### src/rtl/piso_reg.sv
// Parallel-in serial-out shift register with valid/ready load and a last-bit marker.
// A new word may be accepted on the last-bit cycle so consecutive words stream gap-free.
module piso_reg #(
  parameter int unsigned WIDTH     = 4,
  parameter int unsigned LSB_FIRST = 0
) (
  input  logic             clk,
  input  logic             rst,
  input  logic             load_valid,
  output logic             load_ready,
  input  logic [WIDTH-1:0] pdata,
  output logic             q,
  output logic             q_valid,
  output logic             last,
  output logic             busy
);

  localparam int unsigned     CntW    = $clog2(WIDTH);
  localparam logic [CntW-1:0] CntLast = CntW'(WIDTH - 1);

  typedef enum logic [0:0] {StIdle, StShift} state_e;

  state_e            state_q, state_d;
  logic [WIDTH-1:0]  shreg_q, shreg_d;
  logic [CntW-1:0]   cnt_q, cnt_d;
  logic [WIDTH-1:0]  shreg_next;
  logic              head;
  logic              accept;

  // The head bit is always the one on q; shifting moves the next bit into that slot.
  always_comb begin
    if (LSB_FIRST != 0) begin
      head       = shreg_q[0];
      shreg_next = {1'b0, shreg_q[WIDTH-1:1]};
    end else begin
      head       = shreg_q[WIDTH-1];
      shreg_next = {shreg_q[WIDTH-2:0], 1'b0};
    end
  end

  always_comb begin
    q_valid    = (state_q == StShift);
    last       = q_valid && (cnt_q == CntLast);
    q          = q_valid && head;
    busy       = q_valid;
    load_ready = !rst && ((state_q == StIdle) || last);
    accept     = load_valid && load_ready;
  end

  always_comb begin
    state_d = state_q;
    shreg_d = shreg_q;
    cnt_d   = cnt_q;
    if (accept) begin
      state_d = StShift;
      shreg_d = pdata;
      cnt_d   = '0;
    end else if (state_q == StShift) begin
      if (last) begin
        state_d = StIdle;
        shreg_d = '0;
        cnt_d   = '0;
      end else begin
        shreg_d = shreg_next;
        cnt_d   = cnt_q + CntW'(1);
      end
    end
  end

  always_ff @(posedge clk) begin
    if (rst) begin
      state_q <= StIdle;
      shreg_q <= '0;
      cnt_q   <= '0;
    end else begin
      state_q <= state_d;
      shreg_q <= shreg_d;
      cnt_q   <= cnt_d;
    end
  end

endmodule

### config.mk
export PLATFORM = sky130hd
export DESIGN_NAME = piso_reg
export DESIGN_NICKNAME = d
export VERILOG_FILES = /design/src/rtl/piso_reg.sv
export SDC_FILE = /design/constraint.sdc
export NUM_CORES = 1
export LEC_CHECK = 0
export BUFFER_PORTS_ARGS = -buffer_cell sky130_fd_sc_hd__buf_4
export CAP_MARGIN = 30
export CORE_AREA = 2 2 39 41
export CTS_CLUSTER_DIAMETER = 150
export DETAILED_ROUTE_END_ITERATION = 10
export DIE_AREA = 0 0 41 43
export PLACE_DENSITY = 0.57
export SKIP_CTS_REPAIR_TIMING = 1
export SLEW_MARGIN = 20
export SYNTH_ARGS = -nofsm -noshare
export SYNTH_HDL_FRONTEND = slang
export SYNTH_SLANG_ARGS = --single-unit
### constraint.sdc
create_clock -name clk -period 1.8 [get_ports clk]
set_input_delay 0.09 -clock clk [delete_from_list [all_inputs] [get_ports clk]]
set_output_delay 0.09 -clock clk [all_outputs]
set_load 0.005 [all_outputs]
Word level (Yosys, flattened, before mapping):

Index checks and enable logic that the tools add are counted.

* word-level logic and storage cells: 21
* output and inout port bits: 5
* register bits after elaboration: 7

* equal/unequal tests: 1
* mux-type cells: 7
* reductions and logical operators: 8
* bitwise operators: 1
* $add $sub $neg: 1

Operators with widths (count)
* $mux 4: 3
* $logic_and 1x1->1: 4
* $mux 1: 3
* $add 2x1->2 const B: 1
* $eq 2x2->1 const B: 1
* $mux 2: 1
* $reduce_bool 2->1: 1
* $reduce_or 2->1: 1
* $logic_not 1->1: 1
* $logic_or 1x1->1: 1
* $not 1->1: 1

Depth between registers and ports, before layout:

Gate-level depths: netlist of the first run.

* depth in word-level cells: 6
* mapped depth: 4
* depth with buffers taken out: 4

Least setup slack after synthesis of the first run:

OpenSTA, ideal clock, no wires.

* kind: register to register
* start point: register cnt_q[0]
* end point: register shreg_q[2]
* required time: 1.678 ns
* setup slack: 0.554 ns
* period minus slack after synthesis: 1.246 ns
* path buffers: 0
* arrival: 1.125 ns
* library setup time: 0.122 ns
* cell stages (with the launch flop): 5
* cells stage by stage: dfxtp_1 ha_1 and2b_4 nor3b_2 a221o_1

* word-level cells in the longest chain between the ends: 6
* elaborated cells between the ends (all ways): 9
* classes of those cells: 1 x eq/ne; 3 x mux; 5 x reduce/logical

Ends and longest elaborated chain
* start, declared: RTL line 25 `logic [CntW-1:0] cnt_q, cnt_d;`
* start signal, assigned: RTL line 78 `cnt_q <= cnt_d;`
* $eq 2x2->1 *: RTL line 43 `last = q_valid && (cnt_q == CntLast);`
* $logic_and 1x1->1 *: RTL line 43
* $logic_or 1x1->1: RTL line 46 `load_ready = !rst && ((state_q == StIdle) || last);`
* $logic_and 1x1->1: RTL line 46
* $logic_and 1x1->1: RTL line 47 `accept = load_valid && load_ready;`
* $mux 4 or $reduce_bool 2->1 (tied branches)
* end signal, assigned: RTL line 77 `shreg_q <= shreg_d;`
* end, declared: RTL line 24 `logic [WIDTH-1:0] shreg_q, shreg_d;`

Mark *: on every way between the ends. The rest lies on a longest branch, timed or not. The select of a mux whose other input is x is not followed.
A chain may end at the register's enable or synchronous reset.

Worst setup path after layout of the first run:

* start point: register cnt_q[0]
* end point: output port load_ready

* word-level cells in the longest chain between the ends: 4

Ends and longest elaborated chain
* $eq 2x2->1: RTL line 43
* $logic_and 1x1->1: RTL line 43
* $logic_or 1x1->1: RTL line 46
* $logic_and 1x1->1: RTL line 46
* end, declared: RTL line 10 `output logic load_ready,`

Every way passes these cells.

==> reports/metrics.yaml, run 1 <==
outcome: "completed"
switching_share: 0.236
track_usage: 0.0987
clkTransAtPathRegs_ps: 50
syn_nets: 45
area_delta_synth_final_pct: 33.2
power.leakage_nw: 0.209
r2r_end: "shreg_q[1]"
dp_slack_ps: 480
routed_wl_um: 652
setup_tns_ps: 0
drc: 0
die_area_um2: 1760
grt_pass1_wl_um: 1100
ff_latch_area_um2: 140
synth.top_cell.area_share: 0.400
cts_buffers: 3
critical_path_class: "reg -> out"
arrival_ps: 1290
synth_warnings: 0
worst_pin_slew_ps: 248
avgSynthCellArea_um2: 9.47
ys_seq_area_frac: 0.400
skew_ps: 1.99
grt_antenna_before_repair: 0
nFillCells: 147
gp_congestion: 0.682
cts_tree: "done"
whs_ps: 60.4
die_h_um: 43
n_antenna_cell: 0
ctsLongestPathBuffers: 2
h-tree-depth: 1
core_area_um2: 1380
place_inst: 62
max-cap-violations: 0
synthesis.area_um2: 350
via_count: 301
fin_total_pwr_w: 0.000368
setup_viol: 0
ys_seq_elements: 7
pin_count: 12
detail-route-antenna-nets: 0
p_sw_w: 0.0000870
port_buffers: 11
wire_per_inst_um: 9.88
grt_pass1_vias: 271
pwr-share-seq: 0.459
min_to: "shreg_q[3]"
setup.worst_path.start_class: "register"
grt_overflow: 0
layout.nets: 59
period_minus_slack_ps: 1380
powerDensity_nw_per_um2: 789
insertion_delay_ps: 250
fmax_ghz: 0.723
synth_area_leaders: "dfxtp_1 (40%), a221o_1 (8.6%), nor2_1 (7.5%)"
grt_max_degree: 11
holdPathStages: 2
combinationalPowerShare: 0.151
dp_hpwl_um: 492
slew_violations: 0
start_util: 0.253
synth_cells: 37
hp-start: "pdata[3]"
worstSetupEndpointType: "output pin"
drt-initial-drc-count: 4
path_max_fanout: 7
multi_input_area_um2: 190
synth_cell_type_count: 18
r2r_slack_ps: 480
stdcell_count: 66
min_path_type: "in -> reg"
drt_first_pass_iters: 2
cts_sinks: 7
drive_gt1_frac: 0.340
vdd_drop_max_v: 0.000218
maxSlewHeadroom: 0.832
synth_area_leader_cell: "dfxtp_1"
vias_per_cell: 4.56
p_clk_frac: 0.389
reg2reg_depth: 4
cts-root-buf: "clkbuf_4"
worst_r2r_startpoint: "cnt_q[0]"
intPower_w: 0.000281
cp.required_ps: 1710
fin_ws_ps: 417
rsz0062_at_grt: "no"
rows: 14
die_x_um: 41
finalHoldViolCount: 0
fin_crit_sh: 0.768
## power groups by stage
| stage | sequential, W | clock [W] | combinational, W |
|---|---|---|---|
| after global placement | 0.000172 | 0 | 0.0000572 |
| final | 0.000169 | 0.000143 | 0.0000558 |
| after CTS | 0.000169 | 0.000146 | 0.0000569 |
| after global routing | 0.000170 | 0.000156 | 0.0000625 |
| after floorplan | 0.000173 | 0 | 0.0000332 |
| after detailed placement | 0.000172 | 0 | 0.0000565 |
## layer usage
layer / up-vias / routed length [um] / track usage
met5: - / 0 / 0
met4: 0 / 12 / 0.0800
met3: 2 / 30 / 0.0471
met2: 11 / 314 / 0.134
met1: 132 / 294 / 0.110
li1: 156 / - / -
## cell families after synthesis
group,synth area share
fa+ha+maj,0.0357
compound gates,0.125
buf+inv,0.0571
mux,0.0571
simple gates,0.325
flops,0.400
## final cells by class
type                            instances  share of cell area
Timing Repair Buffer                   12               0.193
Multi-Input combinational cell         27               0.408
Tap cell                               16              0.0429
Sequential cell                         7               0.300
Clock buffer                            4              0.0563
## sequential cells by signal, summed over array words and instances (netlist names)
signal,flops
cnt_q,2
shreg_q,4
busy,1
## cell usage after synthesis, drive strengths merged
cell type	number
a221o	3
dfxtp	7
buf	3
ha	1
nor4b	1
and2	3
and2b	1
mux2i	2
nand2	1
nor3b	2
nand3	1
nor2	7
a31oi	1
o21a	1
and3b	1
nor2b	2
## critical path, stage by stage (launching register included)
cell	delay [ps]
dfxtp_1	330
ha_1	230
and2b_4	300
nor2_1	50
buf_4	130
## worst max path at each step
stage                         from    endpoint  slack (ps)  cells past startpoint
after floorplan           cnt_q[0]  shreg_q[2]         550                      4
after global placement    cnt_q[0]  shreg_q[2]         500                      4
after detailed placement  cnt_q[0]  shreg_q[2]         480                      4
after CTS                 cnt_q[0]  load_ready         410                      4
after global routing      cnt_q[0]  load_ready         360                      4
final                     cnt_q[0]  load_ready         420                      4
## layout by cell type, fill, tap and decap left out, types with 2 or more instances in the layout
master / count
buf_4: 12
nor2_1: 7
dfxtp_1: 7
and2_1: 3
a221o_1: 3
clkbuf_4: 3
nor2b_1: 2
mux2i_1: 2
## stage by stage
step	instance area (um2)	utilization
after detailed placement	440	0.318
after global placement	440	0.318
after floorplan	350	-
after CTS	467	0.337
final	467	0.337
after global routing	467	0.337
No activity file was read; power rests on OpenSTA's default activity.
==> run 2: changes to the inputs <==
Settings changed: PLACE_DENSITY 0.57 to 0.59.
Clock period 1.8 ns to 1.21 ns, I/O delays scaled along.
==> reports/metrics.yaml, run 2 (same netlist as run 1, synthesis figures left out) <==
start_util: 0.253
max-cap-violations: 0
grt_pass1_vias: 302
die_area_um2: 1760
crit_path_max_incr_delay_ps: 340
n_antenna_cell: 0
fmax_ghz: 0.753
worst_r2r_startpoint: "cnt_q[0]"
powerDensity_nw_per_um2: 1100
port_buffers: 11
core_area_um2: 1380
critPathCapture: "load_ready"
wl_met1_um: 282
grt_overflow: 0
layout_common_cells: "buf_4 (13), nor2_1 (6), dfxtp_1 (5)"
crit_slowest_cell: "dfxtp_2"
place_area_um2: 459
detail-route-antenna-nets: 0
skew_ps: 1.55
worstSetupEndpointType: "output pin"
ff_latch_area_um2: 143
intPower_w: 0.000424
p_clk_frac: 0.378
wl_met2_um: 375
multi_input_area_um2: 205
finalHoldViolCount: 0
reg2reg_depth: 4
fin_crit_sh: 1.10
maxSlewHeadroom: 0.829
layout.nets: 61
drt_first_pass_iters: 2
grt_antenna_before_repair: 0
crit_start: "cnt_q[0]"
rows: 14
cts-root-buf: "clkbuf_4"
wl_met3_um: 22
die_h_um: 43
grt_pass1_wl_um: 1170
violations: "negative setup slack"
largest_register: "shreg_q"
grt_max_degree: 11
via_count: 308
switching_share: 0.233
dp_hpwl_um: 548
r2r_slack_ps: -10
drive_gt1_frac: 0.442
cts_tree: "done"
r2r_end: "shreg_q[3]"
setup.worst_path.start_class: "register"
die_x_um: 41
cts_buffers: 3
h-tree-depth: 1
gp_congestion: 0.645
setup_viol: 4
routed_wl_um: 692
nFillCells: 145
min_path_type: "in -> reg"
ctsLongestPathBuffers: 2
cp.required_ps: 1150
pin_count: 12
track_usage: 0.103
pwr-share-seq: 0.463
stdcell_area_um2: 503
finish.utilization: 0.363
dp_slack_ps: -10.5
clkTransAtPathRegs_ps: 50
cts_sinks: 7
critical_path_class: "reg -> out"
p_sw_w: 0.000129
rsz0062_at_grt: "yes"
final_common_cell: "buf_4"
drt-initial-drc-count: 3
dr.max_layer_used: "met4"
arrival_ps: 1270
fin_ws_ps: -119
outcome: "complete, but fails checks"
path_cells: "ha_4 -> and2b_4 -> buf_6 -> nor2_2 -> buf_4"
path_max_fanout: 5
vdd_drop_max_v: 0.000566
insertion_delay_ps: 250
area_delta_synth_final_pct: 43.6
drc: 0
worst_pin_slew_ps: 252
combinationalPowerShare: 0.159
largest_reg_flops: 4
power.leakage_nw: 0.219
slew_violations: 0
period_minus_slack_ps: 1330
vias_per_cell: 4.53
wire_per_inst_um: 10.2
[run 2: how the worst min path moves through the flow]
stage | start | end | cells past startpoint
after floorplan | pdata[2] | shreg_q[2] | 1
after global placement | pdata[1] | shreg_q[1] | 2
after detailed placement | pdata[1] | shreg_q[1] | 2
after CTS | pdata[1] | shreg_q[1] | 2
after global routing | pdata[1] | shreg_q[1] | 2
final | pdata[1] | shreg_q[1] | 2
[run 2: final cells by class]
cell class / count / area share
well taps: 16 / 0.0398
repair buffers: 14 / 0.216
flip-flops and latches: 7 / 0.284
multi-input cells: 27 / 0.408
clock buffers: 4 / 0.0522
[run 2: worst max-delay path: cells and delay by family (launching register included)]
family	cells	cell delay, ps
adders and majority gates	1	150
DFF	1	340
and+or+nand+nor	2	300
buffers and inverters	2	240
[run 2: stage by stage]
step / total power [W] / TNS (ps) / hold WS [ps] / instances
5_1_grt: 0.000594 / -314 / 26.6 / 68
3_3_place_gp: 0.000344 / 0 / 289 / 64
6_report: 0.000553 / -155 / 37.3 / 68
2_1_floorplan: 0.000307 / 0 / 198 / 37
4_1_cts: 0.000564 / -222 / 30.3 / 68
3_5_place_dp: 0.000345 / -28.2 / 294 / 64
[run 2: per-layer routing]
| layer | global-route usage | vias to the layer above |
|---|---|---|
| met5 | 0 | - |
| met4 | 0.100 | 0 |
| met3 | 0.0314 | 2 |
| met2 | 0.147 | 5 |
| met1 | 0.113 | 143 |
| li1 | - | 158 |
[run 2: power by group through the flow]
stage	clock network [W]	registers, W	logic [W]
2_1_floorplan	0	0.000258	0.0000495
3_3_place_gp	0	0.000259	0.0000852
3_5_place_dp	0	0.000260	0.0000851
4_1_cts	0.000224	0.000255	0.0000853
5_1_grt	0.000237	0.000258	0.0000986
6_report	0.000209	0.000256	0.0000879
